### src/rtl/ysyx_lsu_pkg.sv
// ysyx_lsu_pkg: shared definitions for the load/store unit.
//   - lsu_state_e : FSM state encoding
//   - LSU_*       : funct3-style access size codes
//   - OKAY        : AXI response code for a successful transfer
package ysyx_lsu_pkg;

  typedef enum logic [2:0] {
    S_IDLE    = 3'd0,
    S_RD_ADDR = 3'd1,
    S_RD_DATA = 3'd2,
    S_WR_REQ  = 3'd3,
    S_WR_RESP = 3'd4,
    S_DONE    = 3'd5
  } lsu_state_e;

  localparam logic [2:0] LSU_B  = 3'b000;
  localparam logic [2:0] LSU_H  = 3'b001;
  localparam logic [2:0] LSU_W  = 3'b010;
  localparam logic [2:0] LSU_BU = 3'b100;
  localparam logic [2:0] LSU_HU = 3'b101;

  localparam logic [1:0] OKAY = 2'b00;

  // Halfword codes (H/HU) share size[1:0]=01; any code with size[1]
  // set is handled as a full word.
  function automatic logic size_is_half(input logic [2:0] size);
    return size[1:0] == 2'b01;
  endfunction

  function automatic logic size_is_word(input logic [2:0] size);
    return size[1];
  endfunction

endpackage

### src/rtl/ysyx_lsu_align.sv
// ysyx_lsu_align: purely combinational byte-lane steering for the LSU.
// Ports:
//   addr_lo    in  [1:0]        byte offset within the word
//   size       in  [2:0]        funct3 size code
//   store_data in  [BIT_W-1:0]  right-aligned store data
//   load_word  in  [BIT_W-1:0]  word returned by the bus
//   wstrb      out [BIT_W/8-1:0] byte strobes for the store
//   wdata      out [BIT_W-1:0]  store data moved into its byte lanes
//   load_data  out [BIT_W-1:0]  extracted and sign/zero-extended load value
//   misalign   out              access crosses its natural alignment
module ysyx_lsu_align
  import ysyx_lsu_pkg::*;
#(
  parameter int BIT_W = 32
) (
  input  logic [1:0]         addr_lo,
  input  logic [2:0]         size,
  input  logic [BIT_W-1:0]   store_data,
  input  logic [BIT_W-1:0]   load_word,
  output logic [BIT_W/8-1:0] wstrb,
  output logic [BIT_W-1:0]   wdata,
  output logic [BIT_W-1:0]   load_data,
  output logic               misalign
);

  localparam int SB = BIT_W / 8;

  logic [4:0]       shamt;
  logic [BIT_W-1:0] shifted;
  logic [SB-1:0]    base_strb;

  assign shamt = {addr_lo, 3'b000};

  always_comb begin
    shifted   = load_word >> shamt;
    base_strb = '1;
    load_data = shifted;
    case (size)
      LSU_B: begin
        base_strb = SB'(1);
        load_data = {{(BIT_W-8){shifted[7]}}, shifted[7:0]};
      end
      LSU_BU: begin
        base_strb = SB'(1);
        load_data = {{(BIT_W-8){1'b0}}, shifted[7:0]};
      end
      LSU_H: begin
        base_strb = SB'(3);
        load_data = {{(BIT_W-16){shifted[15]}}, shifted[15:0]};
      end
      LSU_HU: begin
        base_strb = SB'(3);
        load_data = {{(BIT_W-16){1'b0}}, shifted[15:0]};
      end
      default: begin
        base_strb = '1;
        load_data = shifted;
      end
    endcase
    wstrb    = base_strb << addr_lo;
    wdata    = store_data << shamt;
    misalign = (size_is_half(size) && addr_lo[0]) ||
               (size_is_word(size) && (addr_lo != 2'b00));
  end

endmodule

### src/rtl/ysyx_lsu.sv
// ysyx_lsu: load/store unit between EXU and an AXI4-Lite bus.
// Takes one request at a time from EXU, runs a single AXI4-Lite read or
// write, and returns a one-cycle done pulse with an error flag.
// Ports:
//   clk, rst                      clock, synchronous active-low reset
//   exu_avalid/ren/wen/addr/wdata/size   request from EXU (held until done)
//   exu_rdata_o, exu_rvalid_o, exu_wready_o, exu_err_o   completion to EXU
//   ar*/r*   AXI4-Lite read address / read data channels
//   aw*/w*/b* AXI4-Lite write address / write data / write response channels
// Handshake: a transfer on any AXI channel happens at the rising edge
// where both valid and ready are high; a raised valid, with its address,
// data and strobe, is held unchanged until that edge and dropped after it.
module ysyx_lsu
  import ysyx_lsu_pkg::*;
#(
  parameter int BIT_W = 32
) (
  input  logic               clk,
  input  logic               rst,
  input  logic               exu_avalid,
  input  logic               exu_ren,
  input  logic               exu_wen,
  input  logic [BIT_W-1:0]   exu_addr,
  input  logic [BIT_W-1:0]   exu_wdata,
  input  logic [2:0]         exu_size,
  output logic [BIT_W-1:0]   exu_rdata_o,
  output logic               exu_rvalid_o,
  output logic               exu_wready_o,
  output logic               exu_err_o,
  output logic [BIT_W-1:0]   araddr_o,
  output logic               arvalid_o,
  input  logic               arready,
  input  logic [BIT_W-1:0]   rdata,
  input  logic [1:0]         rresp,
  input  logic               rvalid,
  output logic               rready_o,
  output logic [BIT_W-1:0]   awaddr_o,
  output logic               awvalid_o,
  input  logic               awready,
  output logic [BIT_W-1:0]   wdata_o,
  output logic [BIT_W/8-1:0] wstrb_o,
  output logic               wvalid_o,
  input  logic               wready,
  input  logic [1:0]         bresp,
  input  logic               bvalid,
  output logic               bready_o
);

  lsu_state_e state_q, state_d;

  logic [BIT_W-1:0]   addr_q;
  logic [2:0]         size_q;
  logic               is_load_q;
  logic [BIT_W-1:0]   wdata_q;
  logic [BIT_W/8-1:0] wstrb_q;
  logic               aw_done_q;
  logic               w_done_q;
  logic               err_q;
  logic [BIT_W-1:0]   rdata_q;

  logic               req_fire;
  logic [1:0]         al_addr_lo;
  logic [2:0]         al_size;
  logic [BIT_W/8-1:0] al_wstrb;
  logic [BIT_W-1:0]   al_wdata;
  logic [BIT_W-1:0]   al_load;
  logic               al_misalign;

  assign req_fire = exu_avalid && (exu_ren || exu_wen);

  // In IDLE the aligner looks at the live request (store formatting and
  // misalign detection at capture); afterwards it uses the latched request
  // so the returned word is extracted with the captured offset and size.
  assign al_addr_lo = (state_q == S_IDLE) ? exu_addr[1:0] : addr_q[1:0];
  assign al_size    = (state_q == S_IDLE) ? exu_size      : size_q;

  ysyx_lsu_align #(.BIT_W(BIT_W)) u_align (
    .addr_lo    (al_addr_lo),
    .size       (al_size),
    .store_data (exu_wdata),
    .load_word  (rdata),
    .wstrb      (al_wstrb),
    .wdata      (al_wdata),
    .load_data  (al_load),
    .misalign   (al_misalign)
  );

  // Both AXI address channels always carry the word-aligned address.
  assign araddr_o    = {addr_q[BIT_W-1:2], 2'b00};
  assign awaddr_o    = {addr_q[BIT_W-1:2], 2'b00};
  assign wdata_o     = wdata_q;
  assign wstrb_o     = wstrb_q;
  assign exu_rdata_o = rdata_q;

  always_comb begin
    state_d      = state_q;
    arvalid_o    = 1'b0;
    rready_o     = 1'b0;
    awvalid_o    = 1'b0;
    wvalid_o     = 1'b0;
    bready_o     = 1'b0;
    exu_rvalid_o = 1'b0;
    exu_wready_o = 1'b0;
    exu_err_o    = 1'b0;
    case (state_q)
      S_IDLE: begin
        if (req_fire) begin
          if (al_misalign)  state_d = S_DONE;
          else if (exu_ren) state_d = S_RD_ADDR;
          else              state_d = S_WR_REQ;
        end
      end
      S_RD_ADDR: begin
        arvalid_o = 1'b1;
        if (arready) state_d = S_RD_DATA;
      end
      S_RD_DATA: begin
        rready_o = 1'b1;
        if (rvalid) state_d = S_DONE;
      end
      S_WR_REQ: begin
        // AW and W finish independently; leave once both have been taken,
        // counting a handshake happening on this very edge.
        awvalid_o = !aw_done_q;
        wvalid_o  = !w_done_q;
        if ((aw_done_q || awready) && (w_done_q || wready)) state_d = S_WR_RESP;
      end
      S_WR_RESP: begin
        bready_o = 1'b1;
        if (bvalid) state_d = S_DONE;
      end
      S_DONE: begin
        exu_rvalid_o = is_load_q;
        exu_wready_o = !is_load_q;
        exu_err_o    = err_q;
        state_d      = S_IDLE;
      end
      default: state_d = S_IDLE;
    endcase
  end

  always_ff @(posedge clk) begin
    if (!rst) begin
      state_q   <= S_IDLE;
      addr_q    <= '0;
      size_q    <= '0;
      is_load_q <= 1'b0;
      wdata_q   <= '0;
      wstrb_q   <= '0;
      aw_done_q <= 1'b0;
      w_done_q  <= 1'b0;
      err_q     <= 1'b0;
      rdata_q   <= '0;
    end else begin
      state_q <= state_d;
      case (state_q)
        S_IDLE: begin
          if (req_fire) begin
            addr_q    <= exu_addr;
            size_q    <= exu_size;
            is_load_q <= exu_ren;
            wdata_q   <= al_wdata;
            wstrb_q   <= al_wstrb;
            aw_done_q <= 1'b0;
            w_done_q  <= 1'b0;
            err_q     <= al_misalign;
            // A rejected load still completes, with a zero result.
            if (al_misalign && exu_ren) rdata_q <= '0;
          end
        end
        S_RD_DATA: begin
          if (rvalid) begin
            rdata_q <= al_load;
            err_q   <= (rresp != OKAY);
          end
        end
        S_WR_REQ: begin
          if (awvalid_o && awready) aw_done_q <= 1'b1;
          if (wvalid_o && wready)   w_done_q  <= 1'b1;
        end
        S_WR_RESP: begin
          if (bvalid) err_q <= (bresp != OKAY);
        end
        default: ;
      endcase
    end
  end

endmodule

### config.mk
export PLATFORM = sky130hd
export DESIGN_NAME = ysyx_lsu
export DESIGN_NICKNAME = d
export VERILOG_FILES = /design/src/rtl/ysyx_lsu_pkg.sv /design/src/rtl/ysyx_lsu_align.sv /design/src/rtl/ysyx_lsu.sv
export SDC_FILE = /design/constraint.sdc
export NUM_CORES = 1
export LEC_CHECK = 0
export ABC_AREA = 0
export ABC_CLOCK_PERIOD_IN_PS = 6200
export BUFFER_PORTS_ARGS = -buffer_cell sky130_fd_sc_hd__clkbuf_2
export CAP_MARGIN = 15
export CORE_MARGIN = 2
export CORE_UTILIZATION = 44
export CTS_CLUSTER_DIAMETER = 80
export DETAILED_ROUTE_END_ITERATION = 8
export PLACE_DENSITY = 0.83
export SLEW_MARGIN = 10
export SYNTH_ARGS = -nofsm -noshare
export SYNTH_HDL_FRONTEND = slang
export SYNTH_HIERARCHICAL = 1
export SYNTH_SLANG_ARGS = --single-unit
### constraint.sdc
create_clock -name clk -period 6.2 [get_ports clk]
set_input_delay 1.24 -clock clk [delete_from_list [all_inputs] [get_ports clk]]
set_output_delay 1.24 -clock clk [all_outputs]
set_load 0.02 [all_outputs]
==> results.cfg, run 1 <==
[floorplanning]
dieArea_sq_mm = 0.0151
start_util_pct = 44.8
core_area_sq_mm = 0.0138
core.rowCount = 43
die_h_um = 123
ios = 253
die_x_um = 123

[drt]
via_per_inst = 5.23
first_pass_iters = 7
routed_wl_mm = 17.0
vias = 5692
drc_errors = 0
wire_per_inst_um = 15.6
drtIter0Drc = 234
ant_nets = 0

[setup_path]
crit_fanout = 35
rrSetupSlack_ps = 2430
crit_path_top_delay_cell = a221o_1
worstSetupPathType = flip-flop to flip-flop
worstReg2RegStart = state_q[2]$_SDFFE_PN0P_
required_ps = 6410
setup.worst_path.start = state_q[2]$_SDFFE_PN0P_
cp-end-kind = flip-flop
cpPeakStageDelay_ps = 680
endpoint = exu_rdata_o[26]$_SDFFE_PN0P_
critPathLaunchType = flip-flop
regToRegEndpoint = exu_rdata_o[26]$_SDFFE_PN0P_
reg2reg_depth = 8
path_cells = nor3_4, mux2_2, buf_4, nor2b_4, a221o_1, o21ai_1, a22oi_2, nor2_2
arrival_ps = 3990

[sta]
timing.final.crit_share_pct = 60.9
period_needed_ps = 3770
finalSetupViolCount = 0
rsz0062_at_grt = no
slew_headroom_pct = 28.7
setup_tns_ps = 0
timing.final.ws_setup_ps = 2430
timing.final.max_slew_violations = 0
max_freq_ghz = 0.265
hold_viol = 0
tightest_slew_ps = 1070
skew_ps = 6.24

[yosys]
ys_ff_latch = 110
ys_seq_area_share_pct = 35.5
avgSynthCellArea_sq_um = 8.21
yosys.cell_types.count = 50
yosysWarnings = 6
synth_area_leader_cell = dfxtp_1
yosys-top-cells-area = dfxtp_1, nand2_1, a21oi_1
synth_edf_count = 0
syn_area_sq_mm = 0.00620
synthCells = 755
synth_top_area_share_pct = 35.5
synth_top_flop_cell = dfxtp_1
synthArstFlopShare_pct = 0

[placed_design]
pre_cts_ws_ps = 2260
place_inst = 1072
hpwl_mm = 12.4
gp_congestion = 0.892
port_buffers = 248

[clock_network]
post_cts_buffers = 0
cts_buffers = 9
clock_path_buffers = 2
htree_levels = 3
cts-resized-gates = 0
ctsRootBufferMaster = clkbuf_16
insertion_delay_ps = 360
path_clk_slew_ps = 80
cts_tree = yes
hold_buffers = 0
clock-sinks = 110

[final_layout]
drive_gt1_share_pct = 40.9
final_cell_mix = clkbuf_2, nand2_1, dfxtp_1, a21oi_1, mux2i_1
layout.nets = 1016
diodes = 0
instances_no_fill = 1088
areaGrowthSynthToFinish_pct = 16.2
final_common_cell = clkbuf_2
utilization_pct = 52.1

[min_path]
holdCritPathClass = flip-flop to flip-flop

[global_routing]
grt_pass1_vias = 5254
grt_overflow = 0
met1_usage_pct = 24.9
antenna_found_initial = 0
grt_most_used_layer = met2
use_met2_pct = 38.4
grt_start_max_net_pins = 80
grt_pass1_wl_mm = 26.2
met3_usage_pct = 6.92
grt.total_usage_pct = 22.2

[power_and_ir_drop]
power-per-cell-area_mw_per_mm2 = 434
peakVddDrop_mv = 0.220
total_power_mw = 3.13
p_leak_nw = 3.13

[flow_run]
drv_cap = 0

[outcome]
status = finished clean
## routing by layer
metal | vias up | part of all wire, %
li1 | 2786 | -
met1 | 2600 | 39
met2 | 260 | 49
met3 | 46 | 8.0
met4 | 0 | 4.4
met5 | - | 0
## state kept, by name (all words and copies together) (netlist names)
| register | flops |
|---|---|
| addr_q | 32 |
| aw_done_q | 1 |
| err_q | 1 |
| exu_rdata_o | 32 |
| is_load_q | 1 |
| size_q | 3 |
| state_q | 3 |
| w_done_q | 1 |
| wdata_o | 32 |
| wstrb_o | 4 |
## kinds of logic (layout without fill, tap and decap cells)
logic type             after synthesis  after routing  synth area share [%]
and+or+nand+nor                    272            272                  20.4
AOI/OAI and AO/OA                  203            203                  23.3
buffers and inverters              128            278                  13.8
muxes                               41             41                  6.94
other                                1              4                0.0605
DFF                                110            110                  35.5
## layout make-up
class                           instances  area (sq um)
Sequential cell                       110          2200
Timing Repair Buffer                  255          1290
Fill cell                            1312          6620
Tap cell                              180           225
Clock buffer                            9           225
Multi-Input combinational cell        520          3180
Clock inverter                          7          55.1
Inverter                                7          28.8
## critical path: cells and delay by family, from the launching register on
| family | cells | cell delay, ps |
|---|---|---|
| and+or+nand+nor | 3 | 960 |
| DFF | 1 | 480 |
| AOI/OAI and AO/OA | 3 | 1140 |
| muxes | 1 | 650 |
| buffers and inverters | 1 | 380 |
## power breakdown
part / total, mW / leakage [nW] / switching [mW] / internal, mW
clock network: 0.558 / 0.139 / 0.279 / 0.279
registers: 0.924 / 0.895 / 0.0991 / 0.825
logic: 1.65 / 2.10 / 1.05 / 0.599
## metrics by stage
step | cell area [sq um] | hold WS [ps]
2_1_floorplan | 6210 | 434
5_1_grt | 7210 | 473
3_3_place_gp | 6930 | 440
3_5_place_dp | 6930 | 447
6_report | 7210 | 453
4_1_cts | 7210 | 457
## worst min-delay path by stage
stage / start / endpoint / slack, ps / cells after the start
final: wstrb_o[3]$_SDFFE_PN0P_ / wstrb_o[3]$_SDFFE_PN0P_ / 450 / 2
after CTS: wstrb_o[3]$_SDFFE_PN0P_ / wstrb_o[3]$_SDFFE_PN0P_ / 460 / 2
after global placement: size_q[0]$_SDFFE_PN0P_ / size_q[0]$_SDFFE_PN0P_ / 440 / 2
after global routing: wdata_o[24]$_SDFFE_PN0P_ / wdata_o[24]$_SDFFE_PN0P_ / 470 / 2
after detailed placement: wstrb_o[3]$_SDFFE_PN0P_ / wstrb_o[3]$_SDFFE_PN0P_ / 450 / 2
after floorplan: addr_q[0]$_SDFFE_PN0P_ / addr_q[0]$_SDFFE_PN0P_ / 430 / 2
## cell usage after synthesis (2+ instances only)
master    number
o22ai_2        8
buf_6         13
clkbuf_1      25
mux2i_1       34
o21ai_1        3
a211oi_1      16
or2_2          9
a22oi_1        3
and3_1         2
and2_1        11
inv_1          6
buf_4         69
nor3_1         2
o21ai_0       18
dfxtp_1      110
nor2_1        23
mux2_2         6
o21a_1         2
nand2b_1       4
o22ai_1        3
a21oi_1      109
buf_2         13
nor2_2        30
a22oi_2       30
nand2_1      167
nor2b_1       15
Power figures use the tool's default switching activity.
==> run 2, diff against run 1 <==
Settings changed: ABC_AREA 0 to 1, ABC_CLOCK_PERIOD_IN_PS 6200 to 3500, PLACE_DENSITY 0.83 to 0.84.
Clock period 6.2 ns to 3.5 ns, I/O delays scaled along.
==> results.cfg, run 2 <==
[sta]
max_freq_ghz = 0.339
timing.final.max_slew_violations = 0
rsz0062_at_grt = no
hold_viol = 0
period_needed_ps = 2950
setup_tns_ps = 0
slew_headroom_pct = 31.6
holdWs_ps = 461
skew_ps = 4.45
timing.final.ws_setup_ps = 547
tightest_slew_ps = 1020
timing.final.crit_share_pct = 84.4
finalSetupViolCount = 0

[power_and_ir_drop]
internal-power_mw = 3.21
power_switching_share_pct = 47.9
p_sw_mw = 2.95
p_leak_nw = 3.62
power_frac_comb_pct = 53.1
power-per-cell-area_mw_per_mm2 = 872
peakVddDrop_mv = 0.348
clockPowerShare_pct = 17.9
seqPwrFrac_pct = 29.0
total_power_mw = 6.16

[floorplanning]
ios = 253
core_area_sq_mm = 0.0132
dieArea_sq_mm = 0.0145
die_h_um = 120
start_util_pct = 45.0
die_x_um = 120
core.rowCount = 42

[yosys]
syn_area_sq_mm = 0.00595
synth_common_cells = nand2_1, nor2_1, o21ai_0
synth_top_flop_cell = dfxtp_1
synth_most_common_cell = nand2_1
yosys.cell_types.count = 33
synth_area_leader_cell = dfxtp_1
yosys-top-cells-area = dfxtp_1, nand2_1, nor2_1
synth_compound_area_share_pct = 16.5
yosys.area_share.simple_pct = 29.8
avgSynthCellArea_sq_um = 6.60
synth_xor_area_share_pct = 0
synth_edf_count = 0
ys_ff_latch = 110
synthMuxAreaShare_pct = 0
yosysWarnings = 6
synthArstFlopShare_pct = 0
synth_top_family_by_area = simple AND/OR/NAND/NOR gates
yosys.area_share.adder_pct = 0
ys_seq_area_share_pct = 37.0
synthCells = 902
synth_top_area_share_pct = 37.0

[drt]
routed_wl_mm = 16.7
via_per_inst = 5.00
drc_errors = 0
drtIter0Drc = 485
ant_nets = 0
first_pass_iters = 5
vias = 6174
wire_per_inst_um = 13.5

[final_layout]
instances_no_fill = 1234
diodes = 0
utilization_pct = 53.3
final_common_cell = clkbuf_2
stdcell_area_sq_mm = 0.00706
final_cell_mix = clkbuf_2, nand2_1, nor2_1, o21ai_0, dfxtp_1
drive_gt1_share_pct = 27.9
multi_input_area_sq_mm = 0.00279
regArea_sq_mm = 0.00220
areaGrowthSynthToFinish_pct = 18.6
layout.nets = 1166
fillers = 1354

[clock_network]
cts_buffers = 9
insertion_delay_ps = 350
clock-sinks = 110
htree_levels = 3
cts_tree = yes
path_clk_slew_ps = 70
hold_buffers = 0
cts-resized-gates = 0
ctsRootBufferMaster = clkbuf_16
clock_path_buffers = 2
post_cts_buffers = 0

[setup_path]
path_buf_inv = 2
worstSetupPathType = flip-flop to flip-flop
arrival_ps = 3150
crit_path_top_delay_cell = dfxtp_1
cp-end-kind = flip-flop
path_cells = nor2_8, nand2_4, inv_1, o21ai_4, a21oi_1, nor2_1, nand2_1, a21boi_0, nand3_2, buf_4, nand2_1, a21oi_1
required_ps = 3700
critPathLaunchType = flip-flop
cpPeakStageDelay_ps = 590
rrSetupSlack_ps = 550
crit_family = compound AO/OA/AOI/OAI gates
crit_fanout = 32

[global_routing]
grt_overflow = 0
grt_start_max_net_pins = 77
grt.total_usage_pct = 22.8
antenna_found_initial = 0
grt_pass1_vias = 5619
grt_pass1_wl_mm = 26.9

[placed_design]
hpwl_mm = 12.1
pre_cts_ws_ps = 599
port_buffers = 248
post_dp_cell_area_sq_mm = 0.00674
gp_congestion = 0.948
place_inst = 1218

[min_path]
holdCritPathClass = flip-flop to flip-flop

[outcome]
status = finished clean

[flow_run]
drv_cap = 0
==> run 2: layout make-up <==
class	count	area share (%)
Multi-Input combinational cell	619	39.5
Sequential cell	110	31.2
Timing Repair Buffer	258	18.6
Clock buffer	9	3.19
Tap cell	176	3.12
Inverter	55	2.93
Clock inverter	7	1.37
==> run 2: power by group through the flow <==
stage               sequential [mW]  clock (mW)  combinational, mW
global route                   1.83        1.18               3.67
detailed placement             1.80           0               3.27
CTS                            1.78        1.13               3.28
floorplan                      1.95           0               2.58
global placement               1.80           0               3.23
finish                         1.78        1.10               3.27
==> run 2: final timing paths <==
path                                      from                            to  depth (start not counted)
setup / recovery       state_q[2]$_SDFFE_PN0P_  exu_rdata_o[24]$_SDFFE_PN0P_                         12
hold / removal    exu_rdata_o[20]$_SDFFE_PN0P_  exu_rdata_o[20]$_SDFFE_PN0P_                          2
setup reg to reg       state_q[2]$_SDFFE_PN0P_  exu_rdata_o[24]$_SDFFE_PN0P_                         12
hold reg to reg   exu_rdata_o[20]$_SDFFE_PN0P_  exu_rdata_o[20]$_SDFFE_PN0P_                          2
==> run 2: per-layer routing <==
metal	track usage [%]	routed length (um)
met5	0	0
met4	5.16	289
met3	7.03	1540
met2	38.7	8010
met1	28.3	6840
==> run 2: logic make-up (layout without fill, tap and decap cells) <==
group                  after synthesis  count (layout)
other                                1               4
DFF                                110             110
AOI/OAI and AO/OA                  187             187
buffers and inverters              176             329
and+or+nand+nor                    428             428
==> run 2: worst register-to-register path: stages, from the launching register on <==
cell and delay [ps]:
dfxtp_1 590, nor2_8 90, nand2_4 110, inv_1 180, o21ai_4 560, a21oi_1 210, nor2_1 270, nand2_1 90
a21boi_0 210, nand3_2 80, buf_4 240, nand2_1 120, a21oi_1 60
